**src/rtl/led_blinker_pkg.sv**
```systemverilog
// rtl/led_blinker_pkg.sv - shared blink state encodings and timer sizing helpers
package led_blinker_pkg;

  typedef enum logic [1:0] {
    ST_IDLE = 2'd0,
    ST_ON   = 2'd1,
    ST_OFF  = 2'd2
  } blink_state_e;

  function automatic int max_int(input int a, input int b);
    return (a > b) ? a : b;
  endfunction

  // Timer must hold the larger phase length minus one; never narrower than one bit.
  function automatic int timer_width(input int on_cycles, input int off_cycles);
    int w;
    w = $clog2(max_int(on_cycles, off_cycles));
    return (w < 1) ? 1 : w;
  endfunction

endpackage

```
**src/rtl/led_blinker_phase_timer.sv**
```systemverilog
// rtl/led_blinker_phase_timer.sv - loadable down-counter that holds at zero and flags done
module phase_timer #(
  parameter int TW = 1
) (
  input  logic          clk,
  input  logic          rst,
  input  logic          load,
  input  logic [TW-1:0] load_val,
  output logic          done
);

  logic [TW-1:0] cnt_q, cnt_d;

  always_comb begin
    cnt_d = cnt_q;
    if (load) begin
      cnt_d = load_val;
    end else if (cnt_q != '0) begin
      cnt_d = cnt_q - TW'(1);
    end
  end

  always_ff @(posedge clk) begin
    if (rst) begin
      cnt_q <= '0;
    end else begin
      cnt_q <= cnt_d;
    end
  end

  assign done = (cnt_q == '0);

endmodule

```
**src/rtl/led_blinker.sv**
```systemverilog
// rtl/led_blinker.sv - renders event pulses as ON/OFF LED blinks with a saturating replay queue
module led_blinker
  import led_blinker_pkg::*;
#(
  parameter int ON_CYCLES  = 50_000_000,
  parameter int OFF_CYCLES = 25_000_000,
  parameter int CNT_W      = 4
) (
  input  logic             clk,
  input  logic             rst,
  input  logic             event_in,
  output logic             led,
  output logic             busy,
  output logic [CNT_W-1:0] pending,
  output logic             overflow
);

  localparam int              TW       = timer_width(ON_CYCLES, OFF_CYCLES);
  localparam logic [TW-1:0]   ON_LOAD  = TW'(ON_CYCLES - 1);
  localparam logic [TW-1:0]   OFF_LOAD = TW'(OFF_CYCLES - 1);
  localparam logic [CNT_W-1:0] PEND_MAX = '1;

  blink_state_e     state_q, state_d;
  logic             led_q, led_d;
  logic             busy_q, busy_d;
  logic             overflow_q, overflow_d;
  logic [CNT_W-1:0] pending_q, pending_d;
  logic [CNT_W:0]   pend_sum;
  logic             req, consume;
  logic             timer_load, timer_done;
  logic [TW-1:0]    timer_val;

  phase_timer #(.TW(TW)) u_phase_timer (
    .clk      (clk),
    .rst      (rst),
    .load     (timer_load),
    .load_val (timer_val),
    .done     (timer_done)
  );

  always_comb begin
    state_d    = state_q;
    timer_load = 1'b0;
    timer_val  = ON_LOAD;
    consume    = 1'b0;
    req        = event_in | (pending_q != '0);

    case (state_q)
      ST_IDLE: begin
        if (req) begin
          state_d    = ST_ON;
          timer_load = 1'b1;
          consume    = 1'b1;
        end
      end
      ST_ON: begin
        if (timer_done) begin
          state_d    = ST_OFF;
          timer_load = 1'b1;
          timer_val  = OFF_LOAD;
        end
      end
      ST_OFF: begin
        // Queued requests chain straight into the next ON phase, no idle gap.
        if (timer_done) begin
          if (req) begin
            state_d    = ST_ON;
            timer_load = 1'b1;
            consume    = 1'b1;
          end else begin
            state_d = ST_IDLE;
          end
        end
      end
      default: state_d = ST_IDLE;
    endcase

    // consume implies req, so the subtraction never underflows the extended sum.
    pend_sum   = {1'b0, pending_q} + {{CNT_W{1'b0}}, event_in} - {{CNT_W{1'b0}}, consume};
    pending_d  = (pend_sum > {1'b0, PEND_MAX}) ? PEND_MAX : pend_sum[CNT_W-1:0];
    overflow_d = overflow_q | (event_in & ~consume & (pending_q == PEND_MAX));
    led_d      = (state_d == ST_ON);
    busy_d     = (state_d != ST_IDLE);
  end

  always_ff @(posedge clk) begin
    if (rst) begin
      state_q    <= ST_IDLE;
      led_q      <= 1'b0;
      busy_q     <= 1'b0;
      pending_q  <= '0;
      overflow_q <= 1'b0;
    end else begin
      state_q    <= state_d;
      led_q      <= led_d;
      busy_q     <= busy_d;
      pending_q  <= pending_d;
      overflow_q <= overflow_d;
    end
  end

  assign led      = led_q;
  assign busy     = busy_q;
  assign pending  = pending_q;
  assign overflow = overflow_q;

endmodule
```
**config.mk**
```make
export PLATFORM = sky130hd
export DESIGN_NAME = led_blinker
export DESIGN_NICKNAME = d
export VERILOG_FILES = /design/src/rtl/led_blinker_pkg.sv /design/src/rtl/led_blinker_phase_timer.sv /design/src/rtl/led_blinker.sv
export SDC_FILE = /design/constraint.sdc
export NUM_CORES = 1
export LEC_CHECK = 0
export CORE_ASPECT_RATIO = 0.7
export CORE_MARGIN = 5
export CORE_UTILIZATION = 53
export CTS_CLUSTER_DIAMETER = 60
export CTS_CLUSTER_SIZE = 20
export DETAILED_ROUTE_END_ITERATION = 8
export PLACE_DENSITY = 0.73
export SYNTH_ARGS = -nofsm -noshare
export SYNTH_HDL_FRONTEND = slang
export SYNTH_SLANG_ARGS = --single-unit
export TNS_END_PERCENT = 50
```
**constraint.sdc**
```tcl
create_clock -name clk -period 3.47 [get_ports clk]
set_input_delay 0.5205 -clock clk [delete_from_list [all_inputs] [get_ports clk]]
set_output_delay 0.5205 -clock clk [all_outputs]
set_load 0.01 [all_outputs]
```
=== Word level (Yosys, flattened, before mapping) ===
Cells that the tools add are included.

* Reduce and logical (&&, ||, !) cells: 6
* Mux-type cells: 15
* Eq/ne operators: 4
* Magnitude comparators: 1
* Add/sub/neg operators: 3
* Bitwise logic cells: 5

{| class="wikitable"
|+ Operators by type and width
! cell !! count
|-
| 26-bit 2-to-1 mux || 4
|-
| 26-bit zero test || 1
|-
| 26-bit nonzero test || 1
|-
| 26-bit by 1-bit subtractor with 26-bit output, second input constant || 1
|-
| 2-bit 2-to-1 mux || 3
|-
| 2-bit case mux with 3 select lines || 1
|-
| 4-bit by 1-bit adder with 5-bit output || 1
|-
| 5-bit by 4-bit > comparator with 1-bit output, second input constant || 1
|-
| 5-bit by 1-bit subtractor with 5-bit output || 1
|-
| 2-bit by 1-bit == test with 1-bit output, second input constant || 2
|-
| 4-bit == test, second input constant || 1
|-
| 1-bit 2-to-1 mux || 4
|-
| 4-bit 2-to-1 mux || 1
|-
| 2-bit nonzero test || 2
|-
| 4-bit nonzero test || 1
|-
| 1-bit case mux with 3 select lines || 1
|-
| 1-bit AND || 2
|-
| 2-bit == test, second input constant || 1
|-
| 2-bit zero test || 1
|-
| 1-bit bitwise OR || 2
|-
| 1-bit case mux with 2 select lines || 1
|-
| 1-bit NOT || 1
|}

* Register bits after elaboration: 35
* Word-level logic and storage cells: 40
* Input bits: 3

=== Longest topological paths before layout ===
Gate-level depths: netlist of the first run.

* Word-level depth: 9
* Depth in mapped cells: 18

=== Cells and area by module ===
A second synthesis of the first run with hierarchy kept.

* Cells, all modules: 266
* Area, all modules: 2162.1 um^2

{| class="wikitable"
|+ By module, submodules not included
! module !! area each (um^2) !! seq. area each (um^2) !! cells each !! times used
|-
| phase_timer || 1521.5 || 520.5 || 187 || 1
|-
| led_blinker || 640.6 || 180.2 || 79 || 1
|}

=== Worst setup path before layout of the first run ===
OpenSTA, ideal clock, no wires.

* Kind: register to register
* Start: register u_phase_timer.cnt_q[16]
* End: register pending_q[0] (netlist: pending[0])
* Cell stages (with the launch flop): 17
* Clock period less this slack: 3.314 ns
* Slack: 0.156 ns
* Library setup time: 0.132 ns
* Arrival time: 3.182 ns
* Required time: 3.338 ns
* Cells stage by stage: dfxtp_1 nor4_1 nand4_1 o21a_1 or2_2 clkbuf_1 inv_1 ha_1 inv_1 ha_1 inv_1 fa_1 inv_1 a21oi_1 o21bai_1 xnor2_1 a21oi_1

* Word-level cells in the longest chain between the ends: 6

{| class="wikitable"
|+ Ends and longest elaborated chain
! item !! RTL line !! RTL
|-
| from (decl) || led_blinker_phase_timer.sv:12 || <nowiki>logic [TW-1:0] cnt_q, cnt_d;</nowiki>
|-
| from (signal assigned) || led_blinker_phase_timer.sv:27 || <nowiki>cnt_q <= cnt_d;</nowiki>
|-
| 26-bit zero test (*) || led_blinker_phase_timer.sv:31 || <nowiki>assign done = (cnt_q == '0);</nowiki>
|-
| 1-bit 2-to-1 mux (*) || led_blinker.sv:65 || <nowiki>if (timer_done) begin</nowiki>
|-
| 1-bit case mux with 2 select lines (*) || led_blinker.sv:48 || <nowiki>case (state_q)</nowiki>
|-
| 5-bit by 1-bit subtractor with 5-bit output (*) || led_blinker.sv:79 || <nowiki>pend_sum = {1'b0, pending_q} + {{CNT_W{1'b0}}, event_in} - {{CNT_W{1'b0}}, consume};</nowiki>
|-
| 5-bit by 4-bit > comparator with 1-bit output || led_blinker.sv:80 || <nowiki>pending_d = (pend_sum > {1'b0, PEND_MAX}) ? PEND_MAX : pend_sum[CNT_W-1:0];</nowiki>
|-
| 4-bit 2-to-1 mux (*) || led_blinker.sv:80 ||
|-
| to (signal assigned) || led_blinker.sv:97 || <nowiki>pending_q <= pending_d;</nowiki>
|-
| to (decl) || led_blinker.sv:27 || <nowiki>logic [CNT_W-1:0] pending_q, pending_d;</nowiki>
|}

Every way passes the cells marked *; elsewhere a longest branch is shown, timed or not.
A chain may end at the register's enable or synchronous reset.

=== Worst setup path in the final report of the first run ===
* Start: register u_phase_timer.cnt_q[20]
* End: register pending_q[3] (netlist: pending[3])

The elaborated chain is that of the path after synthesis.

==> results of run 1 <==
==> worst max-delay path by stage <==
stage | end | start | slack, ns | cells past startpoint
final | pending[3] | u_phase_timer.cnt_q[20] | 0.23 | 15
after global routing | pending[3] | u_phase_timer.cnt_q[12] | 0.006 | 16
after CTS | pending[0] | u_phase_timer.cnt_q[20] | 0.12 | 15
after detailed placement | pending[3] | event_in | 0.11 | 15
after global placement | pending[0] | event_in | 0.18 | 15
after floorplan | pending[0] | u_phase_timer.cnt_q[16] | 0.16 | 16
==> flip-flops by register name, summed over array words and instances (netlist names) <==
signal,cells
u_phase_timer.cnt_q,26
busy,1
overflow,1
state_q,2
led,1
pending,4
==> report_power, final <==
part	internal [W]	switching (W)	leakage, nW
clock network	0.000181	0.000142	0.0515
logic	0.000274	0.000293	0.474
registers	0.000475	0.0000803	0.291
total	0.000930	0.000516	0.816
==> cells in the final DEF, fill, tap and decap left out, types with 3 or more instances in the layout <==
cell             Yosys  routed
o211ai_1             3       3
a31oi_1              7       7
clkdlybuf4s50_1      0       9
a211oi_1             3       3
or3_1                6       6
nand2_1             10      10
inv_1               16      16
o21ai_0             14      14
xor2_1              12      12
a21oi_1             22      22
nor2_1              11      11
or4_1                4       4
dfxtp_1             35      35
or2_2                3       3
nor4_1               9       8
nor3_1               7       7
o31ai_1              3       3
xnor2_1              6       6
nand4_1              4       4
ha_1                 9       9
buf_4                0      10
clkbuf_8             0       7
==> kinds of logic after synthesis <==
| kind of cell | synth area share, % |
|---|---|
| buf+inv | 4.807 |
| simple gates | 22.23 |
| flops | 37.38 |
| fa+ha+maj | 7.076 |
| compound gates | 20.09 |
| xor+xnor | 8.411 |
==> area by class of cell <==
class	instances	area [um2]
sequential	35	700.7
tap	50	62.56
fill	295	1285
clock buffer	8	100.1
multi-input combinational	162	1095
inverter	16	60.06
timing repair buffer	19	165.2
==> stage by stage <==
| step | setup slack [ns] | total power (W) | utilization [%] | area (um2) |
|---|---|---|---|---|
| finish | 0.2253 | 0.001446 | 62.95 | 2183 |
| global route | 0.006337 | 0.001549 | 62.95 | 2183 |
| CTS | 0.1242 | 0.001451 | 62.63 | 2172 |
| detailed placement | 0.1144 | 0.001122 | 59.74 | 2072 |
| global placement | 0.1842 | 0.001126 | 59.74 | 2072 |
| floorplan | 0.1558 | 0.0009420 | - | 1874 |
==> worst max-delay path, delay by kind of cell (launching register included) <==
family | cells | cell delay [ns]
AO/OA/AOI/OAI | 4 | 0.59
flip-flops | 1 | 0.37
AND/OR/NAND/NOR | 3 | 0.92
adder cells (fa/ha/maj) | 3 | 0.76
buffers and inverters | 4 | 0.23
XOR/XNOR | 1 | 0.21
==> per-layer routing <==
| metal | vias up | part of all wire (%) | wire [um] |
|---|---|---|---|
| met5 | - | 0 | 0 |
| met4 | 0 | 1.0 | 42 |
| met3 | 6 | 4.1 | 171 |
| met2 | 27 | 42 | 1735 |
| met1 | 722 | 53 | 2213 |
| li1 | 835 | - | - |
==> repair_timing <==
item                       4_1_cts  5_1_grt
setup endpoints to repair        0        4
hold endpoints to repair         0        0
gates resized for setup          0        2
==> qor.txt, run 1 <==
initial antenna violation count: 0
top fanout value on the critical path: 6
Synth area leader: dfxtp_1
first-pass GRT wire length: 6989 um
worst-case clock buffer depth: 2
worst path required time: 3.60 ns
Vias: 1590
Die Y: 59.76 um
YS warnings: 0
RSZ-0062 raised after global routing: false
R2R Setup Slk: 0.23 ns
area of the mapped netlist: 0.001874 mm2
Endpoint, Worst Hold: overflow
number of setup buffers added after CTS: 0
Remaining DRCs: 0
EDFF count, synth: 0
Inst Count DP: 282
Slew Limit Fails: 0
cell area power density: 662.3 mW/mm2
FFs w/ async S/R, synth: 0%
total die area: 0.004845 mm2
Syn Nets: 234
top-count cell post-synth: dfxtp_1
critical path endpoint category: flip-flop
Post-synth top flop: dfxtp_1
most frequent cells after synthesis: 35 x dfxtp_1, 22 x a21oi_1, 16 x inv_1
CP peak stage delay: 0.43 ns
Seq/Total Area, Yosys: 37.38%
# hold bufs at CTS: 0
total negative slack: 0 ns
critical path arrival: 3.37 ns
number of DRC markers in iteration 0: 108
max_cap viols: 0
Slew headroom: 45.11%
via/cell ratio: 5.483
worst path cell trace: nor4_2 > nand4_1 > o21a_1 > or2_2 > inv_1 > ha_1 > inv_1 > ha_1 > inv_1 > fa_1 > inv_1 > a21oi_1 > o21bai_1 > xnor2_1 > a21oi_1
status: complete, no violations
Routed Antenna Nets: 0
core box area: 0.003468 mm2
Final min period: 3.245 ns
Reg2Reg Depth: 15
Syn-to-layout area delta: 16.49%
Mapped Avg Cell Area: 8.481 um2
Max VDD drop: 676.9 uV
crit share post-route: 93.51%
Routed WL per cell: 14.35 um
standard-cell row count: 18
Top cell by count, worst path: inv_1
cells after synthesis: 221
Total Wirelength: 4162 um
# IOs: 10
worst setup path class: flip-flop to flip-flop
share of layout cells above drive strength 1: 11.67%
# nets final: 252
CTS tree: built
vias in the first global route: 1479
Reg clk slew, reported paths: 0.07 ns
post-synth top area share: 37.38%
Yosys reg bits: 35
Fin. Hold Viols: 0
R2R Path End: pending[3]
maximum clock frequency: 308.2 MHz
Least-Margin Pin Slew: 0.8208 ns
LEAKAGE: 0.8159 nW
post-layout instance count excluding filler cells: 290
H-tree Lvls: 2
Startpoint Class: flip-flop
M1 GR Usage: 27.30%
clock root cell: clkbuf_8
largest net degree at the start of global routing: 23
total gr overflow: 0
GR peak layer: met2
Die Width: 81.08 um
final setup vio count: 0
Yosys cell types: 43
HP Class: flip-flop to flip-flop
Total GRT Usage: 19.09%
hold wc startpoint: overflow
Port Buffers: 9
Pre-antenna DRT Iters: 5
GR met3 Demand/Resource: 5.422%
worst hold slack: 0.4663 ns
Hold Path Depth: 2
Detail Placement HPWL: 3070 um
CP max stage cell: nor4_2
Worst-Skew Late Latency: 0.28 ns
clock skew: 0.003988 ns
Crit Reg-Reg Startpoint: u_phase_timer.cnt_q[20]
GP Congestion: 0.8490
met2 usage: 27.37%
number of diodes: 0
clock sinks: 35
CTS Buf Count: 5
Initial Util: 54.04%
Synth area leaders: dfxtp_1 37%, ha_1 6.0%, a21oi_1 5.9%, xor2_1 5.6%, o21ai_0 3.7%
Power figures use the tool's default switching activity.
==> run 2: changes to the inputs <==
--- a/config.mk
+++ b/config.mk
@@ -6,12 +6,11 @@
 export NUM_CORES = 1
 export LEC_CHECK = 0
 export CORE_ASPECT_RATIO = 0.7
-export CORE_MARGIN = 5
 export CORE_UTILIZATION = 53
 export CTS_CLUSTER_DIAMETER = 60
 export CTS_CLUSTER_SIZE = 20
 export DETAILED_ROUTE_END_ITERATION = 8
-export PLACE_DENSITY = 0.73
+export PLACE_DENSITY = 0.81
 export SYNTH_ARGS = -nofsm -noshare
 export SYNTH_HDL_FRONTEND = slang
 export SYNTH_SLANG_ARGS = --single-unit
==> run 2 against run 1 <==
Against the previous run:
- count of clock-buffer cells in the layout unchanged
- clock power rose by 3%
- global-route usage increased by 7.5 points
- first-iteration DRC count fell by 16%
- register-to-register slack better by 0.05 ns
- total power grew 4.0%
==> qor.txt, run 2 (synthesis results as in run 1) <==
worst setup path class: flip-flop to flip-flop (unchanged)
largest net degree at the start of global routing: 18 (was 23)
max_cap viols: 0 (unchanged)
# IOs: 10 (unchanged)
Vias: 1671 (was 1590)
Detail Placement HPWL: 3159 um (was 3070 um)
HP Class: flip-flop to flip-flop (unchanged)
CTS tree: built (unchanged)
Top cell by count, worst path: inv_1 (unchanged)
H-tree Lvls: 2 (unchanged)
sequential power share: 37.2% (was 38.4%)
total negative slack: 0 ns (unchanged)
Largest register FFs: 26 (unchanged)
# hold bufs at CTS: 0 (unchanged)
Pre-antenna DRT Iters: 4 (was 5)
design area: 0.002212 mm2 (was 0.002183 mm2)
most frequent cells in the layout: 35 x dfxtp_1, 22 x a21oi_1, 15 x inv_1 (was 35 x dfxtp_1, 22 x a21oi_1, 16 x inv_1)
Least-Margin Pin Slew: 0.7597 ns (was 0.8208 ns)
Clock power frac: 22.1% (was 22.4%)
Reg2Reg Depth: 16 (was 15)
Total Wirelength: 4442 um (was 4162 um)
via/cell ratio: 5.822 (was 5.483)
post-placement cell area: 0.002068 mm2 (was 0.002072 mm2)
clock root cell: clkbuf_8 (unchanged)
Biggest register: u_phase_timer.cnt_q (unchanged)
R2R Path End: pending[1] (was pending[3])
vias in the first global route: 1531 (was 1479)
Syn-to-layout area delta: 18.02% (was 16.49%)
combinational power share: 40.7% (was 39.2%)
top fanout value on the critical path: 6 (unchanged)
final setup vio count: 0 (unchanged)
R2R Setup Slk: 0.27 ns (was 0.23 ns)
Setup crit start: u_phase_timer.cnt_q[16] (was u_phase_timer.cnt_q[20])
# nets final: 252 (unchanged)
cell area power density: 679.5 mW/mm2 (was 662.3 mW/mm2)
CTS Buf Count: 5 (unchanged)
Port Buffers: 9 (unchanged)
first-pass GRT wire length: 7286 um (was 6989 um)
CP max stage cell: fa_1 (was nor4_2)
Die Y: 51.76 um (was 59.76 um)
worst path required time: 3.62 ns (was 3.60 ns)
number of diodes: 0 (unchanged)
worst-case clock buffer depth: 2 (unchanged)
critical path arrival: 3.35 ns (was 3.37 ns)
Critical Path End: pending[1] (was pending[3])
share of layout cells above drive strength 1: 14.58% (was 11.67%)
Slew Limit Fails: 0 (unchanged)
core box area: 0.003254 mm2 (was 0.003468 mm2)
Worst-Skew Late Latency: 0.30 ns (was 0.28 ns)
total die area: 0.003782 mm2 (was 0.004845 mm2)
Reg clk slew, reported paths: 0.07 ns (about the same)
Max VDD drop: 634.1 uV (was 676.9 uV)
initial antenna violation count: 0 (unchanged)
standard-cell row count: 17 (was 18)
Slew headroom: 48.82% (was 45.11%)
GP Congestion: 0.8734 (was 0.8490)
crit share post-route: 92.20% (was 93.51%)
total gr overflow: 0 (unchanged)
min setup slack post-route: 0.2707 ns (was 0.2253 ns)
CP peak stage delay: 0.39 ns (was 0.43 ns)
total power: 0.001503 W (was 0.001446 W)
cell internal pwr: 0.0009521 W (was 0.0009303 W)
Fin. Hold Viols: 0 (unchanged)
critical path endpoint category: flip-flop (unchanged)
Total GRT Usage: 26.63% (was 19.09%)
Routed Antenna Nets: 0 (unchanged)
post-layout instance count excluding filler cells: 287 (was 290)
Startpoint Class: flip-flop (unchanged)
number of DRC markers in iteration 0: 91 (was 108)
clock skew: 0.006584 ns (was 0.003988 ns)
Die Width: 73.08 um (was 81.08 um)
Final min period: 3.199 ns (was 3.245 ns)
Inst Count DP: 279 (was 282)
DP Worst Slack: 0.1180 ns (was 0.1144 ns)
commonest non-fill, non-tap cell in the layout: dfxtp_1 (unchanged)
Crit Reg-Reg Startpoint: u_phase_timer.cnt_q[16] (was u_phase_timer.cnt_q[20])
status: complete, no violations (unchanged)
maximum clock frequency: 312.6 MHz (was 308.2 MHz)
Remaining DRCs: 0 (unchanged)
Initial Util: 57.59% (was 54.04%)
Net Sw Frac: 36.66% (was 35.67%)
RSZ-0062 raised after global routing: false (unchanged)
clock sinks: 35 (unchanged)
Routed WL per cell: 15.48 um (was 14.35 um)
Net Sw Power: 0.0005511 W (was 0.0005158 W)
LEAKAGE: 0.8264 nW (was 0.8159 nW)
worst path cell trace: nor4_2 > buf_4 > nand4_1 > o21a_2 > or2_2 > inv_1 > ha_1 > inv_1 > ha_1 > inv_1 > fa_1 > inv_1 > a21oi_1 > o21bai_2 > xnor2_2 > a21oi_1 (was nor4_2 > nand4_1 > o21a_1 > or2_2 > inv_1 > ha_1 > inv_1 > ha_1 > inv_1 > fa_1 > inv_1 > a21oi_1 > o21bai_1 > xnor2_1 > a21oi_1)
[run 2: layout make-up]
class                   instances  area [um2]
clock buffers                   8       100.1
fillers                       281        1042
inverters                      16       60.06
multi-input cells             162        1127
flip-flops and latches         35       700.7
well taps                      47       58.81
repair buffers                 19       165.2
[run 2: critical path: cells and delay by family (launching register included)]
family,cells,cell delay (ns)
fa+ha+maj,3,0.76
compound gates,4,0.60
simple gates,3,0.73
xor+xnor,1,0.17
buf+inv,5,0.43
flops,1,0.37
[run 2: per-stage QoR]
stage	util, %	hold slack (ns)
2_1_floorplan	-	0.4696
3_3_place_gp	63.55	0.4390
3_5_place_dp	63.55	0.4431
4_1_cts	66.63	0.4581
5_1_grt	67.97	0.4777
6_report	67.97	0.4528
[run 2: worst min path at each step]
stage / startpoint / end / slack (ns) / cells past startpoint
after floorplan: overflow / overflow / 0.47 / 2
after global placement: overflow / overflow / 0.44 / 2
after detailed placement: overflow / overflow / 0.44 / 2
after CTS: overflow / overflow / 0.46 / 2
after global routing: overflow / overflow / 0.48 / 2
final: overflow / overflow / 0.45 / 2
[run 2: what timing repair did]
| item | in CTS | in global routing |
|---|---|---|
| setup endpoints to repair | 0 | 4 |
| gates resized for setup | 0 | 9 |
| setup buffers | 0 | 0 |
[run 2: per-layer routing]
layer / up-vias / global-route usage (%) / part of all wire (%)
met5: - / 0 / 0
met4: 0 / 7.843 / 0.47
met3: 2 / 9.496 / 7.5
met2: 54 / 39.66 / 43
met1: 777 / 36.01 / 49
li1: 838 / - / -
[run 2: power groups by stage]
stage          combinational, W  sequential (W)  clock (W)
2_1_floorplan          0.000385        0.000557          0
3_3_place_gp           0.000564        0.000559          0
3_5_place_dp           0.000569        0.000562          0
4_1_cts                0.000575        0.000553   0.000335
5_1_grt                0.000690        0.000572   0.000352
6_report               0.000612        0.000559   0.000332
